$ cat config.mk
export PLATFORM = sky130hd
export DESIGN_NAME = dmem_arbiter
export DESIGN_NICKNAME = d
export VERILOG_FILES = /design/src/rtl/dmem_arbiter.sv
export SDC_FILE = /design/constraint.sdc
export NUM_CORES = 1
export LEC_CHECK = 0
export ABC_AREA = 1
export CORE_ASPECT_RATIO = 1.25
export CORE_MARGIN = 2
export CORE_UTILIZATION = 43
export CTS_CLUSTER_DIAMETER = 150
export DETAILED_ROUTE_END_ITERATION = 7
export GPL_ROUTABILITY_DRIVEN = 0
export HOLD_SLACK_MARGIN = 0.05
export PLACE_DENSITY = 0.9
export SYNTH_ARGS = -nofsm -noshare
export SYNTH_HDL_FRONTEND = slang
export SYNTH_SLANG_ARGS = --single-unit
export TNS_END_PERCENT = 5
$ cat constraint.sdc
create_clock -name clock -period 2.4 [get_ports clock]
set_input_delay 0.24 -clock clock [delete_from_list [all_inputs] [get_ports clock]]
set_output_delay 0.24 -clock clock [all_outputs]
set_load 0.05 [all_outputs]
$ cat src/rtl/dmem_arbiter.sv
// dmem_arbiter
//   Round-robin arbiter and access sequencer in front of the single shared
//   data memory. Requester 0 is the CPU load/store stage, requester 1 is the
//   debug/loader port. One word access is serialised per IDLE->ACCESS->DONE
//   pass, so accesses can complete back to back every 3 cycles.
//
// Handshake: a requester raises mN_req with mN_we/mN_addr/mN_wdata stable and
//   holds req until it sees a one-cycle mN_done. req is only sampled in IDLE;
//   once granted, dropping req does not abort the access. mN_err and
//   mN_rdata are valid in the cycle where mN_done is high, and mN_rdata keeps
//   its value until that requester's next successful read.
//
// Ports:
//   clock, reset      system clock (rising edge), async active-low reset
//   m0_* / m1_*       requester request/response ports
//   mem_*             address, write data and strobes to data_memory;
//                     mem_readData is data_memory's combinational read port
//   dbg_state         current FSM state (0 IDLE, 1 ACCESS, 2 DONE)
module dmem_arbiter #(
  parameter int data_width    = 32,
  parameter int address_width = 32,
  parameter int memory_size   = 6
) (
  input  logic                     clock,
  input  logic                     reset,
  input  logic                     m0_req,
  input  logic                     m0_we,
  input  logic [address_width-1:0] m0_addr,
  input  logic [data_width-1:0]    m0_wdata,
  output logic                     m0_done,
  output logic                     m0_err,
  output logic [data_width-1:0]    m0_rdata,
  input  logic                     m1_req,
  input  logic                     m1_we,
  input  logic [address_width-1:0] m1_addr,
  input  logic [data_width-1:0]    m1_wdata,
  output logic                     m1_done,
  output logic                     m1_err,
  output logic [data_width-1:0]    m1_rdata,
  output logic [address_width-1:0] mem_address,
  output logic [data_width-1:0]    mem_writeData,
  output logic                     mem_memWrite,
  output logic                     mem_memRead,
  input  logic [data_width-1:0]    mem_readData,
  output logic [1:0]               dbg_state
);

  typedef enum logic [1:0] {
    IDLE   = 2'd0,
    ACCESS = 2'd1,
    DONE   = 2'd2
  } state_t;

  state_t                   state_q, state_d;
  logic                     owner_q, owner_d;
  logic [address_width-1:0] addr_q, addr_d;
  logic [data_width-1:0]    wdata_q, wdata_d;
  logic                     we_q, we_d;
  logic                     err_q, err_d;
  logic                     last_grant_q, last_grant_d;
  logic [data_width-1:0]    rdata0_q, rdata0_d;
  logic [data_width-1:0]    rdata1_q, rdata1_d;

  logic                     grant_valid;
  logic                     grant_id;
  logic [address_width-1:0] sel_addr;

  always_comb begin
    state_d      = state_q;
    owner_d      = owner_q;
    addr_d       = addr_q;
    wdata_d      = wdata_q;
    we_d         = we_q;
    err_d        = err_q;
    last_grant_d = last_grant_q;
    rdata0_d     = rdata0_q;
    rdata1_d     = rdata1_q;
    grant_valid  = 1'b0;
    grant_id     = 1'b0;
    sel_addr     = m0_addr;

    // On a tie the requester that was not served last wins.
    if (m0_req && m1_req) begin
      grant_valid = 1'b1;
      grant_id    = ~last_grant_q;
    end else if (m0_req) begin
      grant_valid = 1'b1;
      grant_id    = 1'b0;
    end else if (m1_req) begin
      grant_valid = 1'b1;
      grant_id    = 1'b1;
    end
    sel_addr = grant_id ? m1_addr : m0_addr;

    case (state_q)
      IDLE: begin
        if (grant_valid) begin
          owner_d = grant_id;
          addr_d  = sel_addr;
          wdata_d = grant_id ? m1_wdata : m0_wdata;
          we_d    = grant_id ? m1_we : m0_we;
          // Any address bit above the memory index means out of range.
          err_d   = |sel_addr[address_width-1:memory_size];
          state_d = ACCESS;
        end
      end
      ACCESS: begin
        // Errored accesses never read, so the owner's rdata is left intact.
        if (!we_q && !err_q) begin
          if (owner_q) rdata1_d = mem_readData;
          else         rdata0_d = mem_readData;
        end
        state_d = DONE;
      end
      DONE: begin
        last_grant_d = owner_q;
        state_d      = IDLE;
      end
      default: state_d = IDLE;
    endcase
  end

  always_ff @(posedge clock or negedge reset) begin
    if (!reset) begin
      state_q      <= IDLE;
      owner_q      <= 1'b0;
      addr_q       <= '0;
      wdata_q      <= '0;
      we_q         <= 1'b0;
      err_q        <= 1'b0;
      last_grant_q <= 1'b1;
      rdata0_q     <= '0;
      rdata1_q     <= '0;
    end else begin
      state_q      <= state_d;
      owner_q      <= owner_d;
      addr_q       <= addr_d;
      wdata_q      <= wdata_d;
      we_q         <= we_d;
      err_q        <= err_d;
      last_grant_q <= last_grant_d;
      rdata0_q     <= rdata0_d;
      rdata1_q     <= rdata1_d;
    end
  end

  // Outputs decode registered state only, so an asynchronous reset drops
  // the strobes immediately and nothing here is combinational from req.
  assign mem_address   = addr_q;
  assign mem_writeData = wdata_q;
  assign mem_memWrite  = (state_q == ACCESS) && we_q && !err_q;
  assign mem_memRead   = (state_q == ACCESS) && !we_q && !err_q;

  assign m0_done  = (state_q == DONE) && !owner_q;
  assign m1_done  = (state_q == DONE) && owner_q;
  assign m0_err   = m0_done && err_q;
  assign m1_err   = m1_done && err_q;
  assign m0_rdata = rdata0_q;
  assign m1_rdata = rdata1_q;

  assign dbg_state = state_q;

endmodule
# --- After elaboration in Yosys (flattened, before gate mapping) ---
# Index checks and enable logic that the tools add are counted.
word_totals:
  latchBits: 0
  wordCells: 42
  ramBits: 0
  ff_bits: 134
  output_inout_bits: 136
  memories: 0
  in_bits: 166
  mem_bits_ro: 0
classes:
  muxes: 10
  shift: 0
  n_bitwise: 2
  n_reduce_logical: 18
  multipliers: 0
  add_sub_neg: 0
  n_lt_le_gt_ge: 0
  div_mod_pow: 0
  eq_ne: 3
op_table:
  columns: ["cell", "count"]
  rows:
  - ["$mux 32", 2]
  - ["$reduce_or 26->1", 1]
  - ["$logic_and 1x1->1", 10]
  - ["$mux 1", 6]
  - ["$reduce_and 3->1", 2]
  - ["$pmux 2 s2", 1]
  - ["$logic_not 1->1", 3]
  - ["$eq 2x1->1 const B", 1]
  - ["$eq 2x2->1 const B", 1]
  - ["$logic_not 2->1", 1]
  - ["$mux 2", 1]
  - ["$ne 2x2->1 const B", 1]
  - ["$not 1->1", 2]
  - ["$reduce_and 2->1", 1]

# --- Depth between registers and ports, before layout ---
logic_depth:
  depth_word: 5
  mapped_depth: 11
  mapped_depth_nobuf: 10

# --- Worst setup path before layout ---
# OpenSTA, ideal clock, no wires.
synth_path:
  path_kind: "reg-to-output"
  from: "reg state_q[1], in the netlist dbg_state[1]"
  to: "out m0_err"
  arrival_time_ns: 1.941
  slack_ns: 0.219
  path_stages_with_launch: 3
  path_cell_list: "dfrtp_1 -> nand2_1 -> nor3_1"
synth_between:
  elab_chain_len: 3
synth_lines:
  columns: ["element", "line_no", "rtl"]
  rows:
  - ["from (decl)", "54", "state_t state_q, state_d;"]
  - ["from (signal assigned)", "135", "state_q <= state_d;"]
  - ["$eq 2x2->1", "154", "assign m0_done = (state_q == DONE) && !owner_q;"]
  - ["$logic_and 1x1->1", "154", null]
  - ["$logic_and 1x1->1", "156", "assign m0_err = m0_done && err_q;"]
  - ["to (decl)", "31", "output logic m0_err,"]
# No other way between the ends.

# --- Worst setup path in the final report ---
layout_path:
  from: "reg state_q[0], in the netlist dbg_state[0]"
  to: "out m0_done"
layout_between:
  elab_chain_len: 2
layout_lines:
  columns: ["element", "line_no", "rtl"]
  rows:
  - ["$eq 2x2->1", "154", null]
  - ["$logic_and 1x1->1", "154", null]
  - ["to (decl)", "30", "output logic m0_done,"]
# No other way between the ends.

==> flow_summary_export.csv <==
group,metric,value,unit
detailed_routing,vias,5808,
place,dp_hpwl,13.3,mm
floorplan,start_util,0.440,
cells_and_area,stdcell_count,1151,
grt,antenna_found_initial,0,
clock_network,clockRootBuffer,"clkbuf_16",
floorplan,pin_count,302,
synth,synth.most_common_cell,"nand2_1",
synth,yosysSeqAreaShare,0.577,
synth,yosys_warnings,0,
pwr,powerDensity,1210,mW/mm^2
detailed_routing,wire_per_inst,15.9,um
outcome,status,"complete, no violations",
synth,yosys.area.top_type_share,0.572,
floorplan,num_rows,47,
flow_run,drv_cap,0,
clock_network,cts_tree,"built",
cells_and_area,insertedDiodeCount,0,
grt,grtUsageTotal,0.252,
pwr,vdd_drop_max,746,uV
setup_path,startpoint_type,"flip-flop",
setup_path,arrival,2.02,ns
synth,netlist_area,0.00582,mm^2
hold_path,hold_path.class,"in2async",
sta,rsz0062_at_grt,"false",
place,dp_cells,1118,
setup_path,crit_chain,"inv_1, nand2_1, nor2_1, clkdlybuf4s50_1",
sta,fin_skew,0.0143,ns
sta,fin_ws,0.138,ns
clock_network,clkSinkCount,134,
cells_and_area,drive_gt1_frac,0.0551,
clock_network,clockBufferDepth,2,
cells_and_area,area.growth.synth_to_final,63.2,%
detailed_routing,drt_iter0_drc,419,
clock_network,cts-htree-levels,4,
setup_path,path_class,"reg2out",
pwr,leakage,4.40,nW
synth,syn_avg_cell_area,8.58,um^2
clock_network,clk_latency,0.41,ns
sta,tightestPinTransition,0.604,ns
sta,finalCritPeriodShare,0.942,
sta,fin_tns_setup,0,ns
floorplan,chipWidth,108,um
floorplan,core_region_area,0.0132,mm^2
synth,yosysTopAreaCell,"dfrtp_1",
grt,grt_overflow,0,
detailed_routing,viasPerCell,5.05,
grt,grt_max_degree,76,
cells_and_area,fin_util,0.717,
detailed_routing,drc,0,
sta,period_needed,2.26,ns
synth,yosysUniqueCellTypes,23,
floorplan,die_h,134,um
synth,syn_inst,678,
setup_path,slowest_delay,0.81,ns
setup_path,crit_buf_inv,2,
sta,worst_slew_margin_rel,0.597,
detailed_routing,routed_wl,18.2,mm
synth,ys_seq_elements,134,
synth,synth_common_cells,"173 x nand2_1, 136 x o21ai_0, 133 x dfrtp_1",
setup_path,critPathTopFamily,"buffers and inverters",
cells_and_area,nNetsFinal,1133,
setup_path,slowest_stage,"clkdlybuf4s50_1",
clock_network,clkTransAtPathRegs,0.07,ns
sta,setup_viol,0,
place,place_ws,0.322,ns
place,port_buffers,301,
setup_path,critPathCaptureType,"output pin",
synth,synth-edff-count,0,
grt,grt_pass1_vias,5740,
synth,synth_nets,844,
synth,async_flop_share,1.00,
synth,synthTopCellsByArea,"dfrtp_1 57%, o21ai_0 12%, nand2_1 11%",
setup_path,path_max_fanout,6,
detailed_routing,drtAntennaViolNets,0,
floorplan,dieArea,0.0145,mm^2
detailed_routing,firstDrtPassIters,5,
grt,grt_first_pass_wirelength,28.5,mm
sta,slew_violations,0,
setup_path,required,2.16,ns
sta,hold_violations,0,
sta,fmax,442,MHz
clock_network,numCtsBuffers,17,
clock_network,postCtsSetupRepairBufs,0,
synth,synth_ff_type,"dfrtp_1",
[final timing paths]
| kind | to | from | depth (start not counted) | slack [ns] |
|---|---|---|---|---|
| worst min register to register | m1_rdata[21]$_DFFE_PN0P_ | m1_rdata[21]$_DFFE_PN0P_ | 2 | 0.48 |
| worst min-delay path | m0_rdata[10]$_DFFE_PN0P_ | reset | 2 | 0.36 |
| worst max-delay path | m0_done | dbg_state[0]$_DFFE_PN0P_ | 4 | 0.14 |
| min in group clock | m1_rdata[28]$_DFFE_PN0P_ | mem_readData[28] | 3 | 0.41 |
| worst max register to register | err_q$_DFFE_PN0P_ | last_grant_q$_DFFE_PN1N_ | 9 | 0.57 |
| max in group asynchronous | m0_rdata[3]$_DFFE_PN0P_ | reset | 3 | 1.30 |
[logic make-up after synthesis]
logic type      share of synthesized area
compound gates                      0.154
buf+inv                            0.0749
flops                               0.577
simple gates                        0.194
[sequential cells by signal, indices dropped and copies added, names as in the netlist]
name           count
m0_rdata          32
err_q              1
we_q               1
last_grant_q       1
owner_q            1
mem_writeData     32
dbg_state          2
mem_address       32
m1_rdata          32
[where the power goes]
part	switching, W	internal [W]	total, W	leakage, nW
Clock	0.00104	0.00158	0.00262	0.281
Sequential	0.000395	0.00293	0.00333	1.41
Combinational	0.00374	0.00180	0.00553	2.70
Total	0.00517	0.00631	0.0115	4.40
[what timing repair did]
action | in CTS | in global routing
setup endpoints to repair | 1 | 2
resized for setup | 1 | 2
hold buffers | 1 | 0
pin swaps | 0 | 0
hold endpoints to repair | 57 | 0
[through the flow]
step | total power [W] | instance area [um^2] | hold WS, ns
floorplan | 0.00684 | 5820 | -0.0556
global placement | 0.00880 | 8880 | 0.254
detailed placement | 0.00890 | 8880 | 0.260
CTS | 0.0116 | 9490 | 0.382
global route | 0.0120 | 9490 | 0.406
finish | 0.0115 | 9490 | 0.362
[cells in the final DEF (no fill, tap or decap), drive strengths merged]
| cell | n |
|---|---|
| nand3 | 16 |
| o21ai | 159 |
| dfstp | 1 |
| nor2 | 79 |
| nor3 | 2 |
| nand3b | 4 |
| a31oi | 15 |
| dfrtp | 133 |
| clkdlybuf4s50 | 295 |
| clkbuf | 18 |
| inv | 56 |
| clkinvlp | 4 |
| dlygate4sd3 | 1 |
| clkinv | 1 |
| dlygate4sd2 | 1 |
| o22ai | 1 |
| buf | 12 |
| bufinv | 2 |
| dlymetal6s2s | 2 |
| nand2 | 178 |
[per-layer routing]
layer	vias to the layer above	global-route usage	part of all wire
met4	0	0.102	0.027
met5	-	0	0
li1	2771	-	-
met2	254	0.434	0.52
met1	2747	0.299	0.38
met3	36	0.0651	0.078
[area by class of cell]
cell class,count,area (um^2)
clock buffer,18,439
multi-input combinational,454,2030
tap,171,214
clock inverter,14,160
sequential,134,3350
fill,960,3740
inverter,49,184
timing repair buffer,311,3120
No activity file was read; power rests on OpenSTA's default activity.
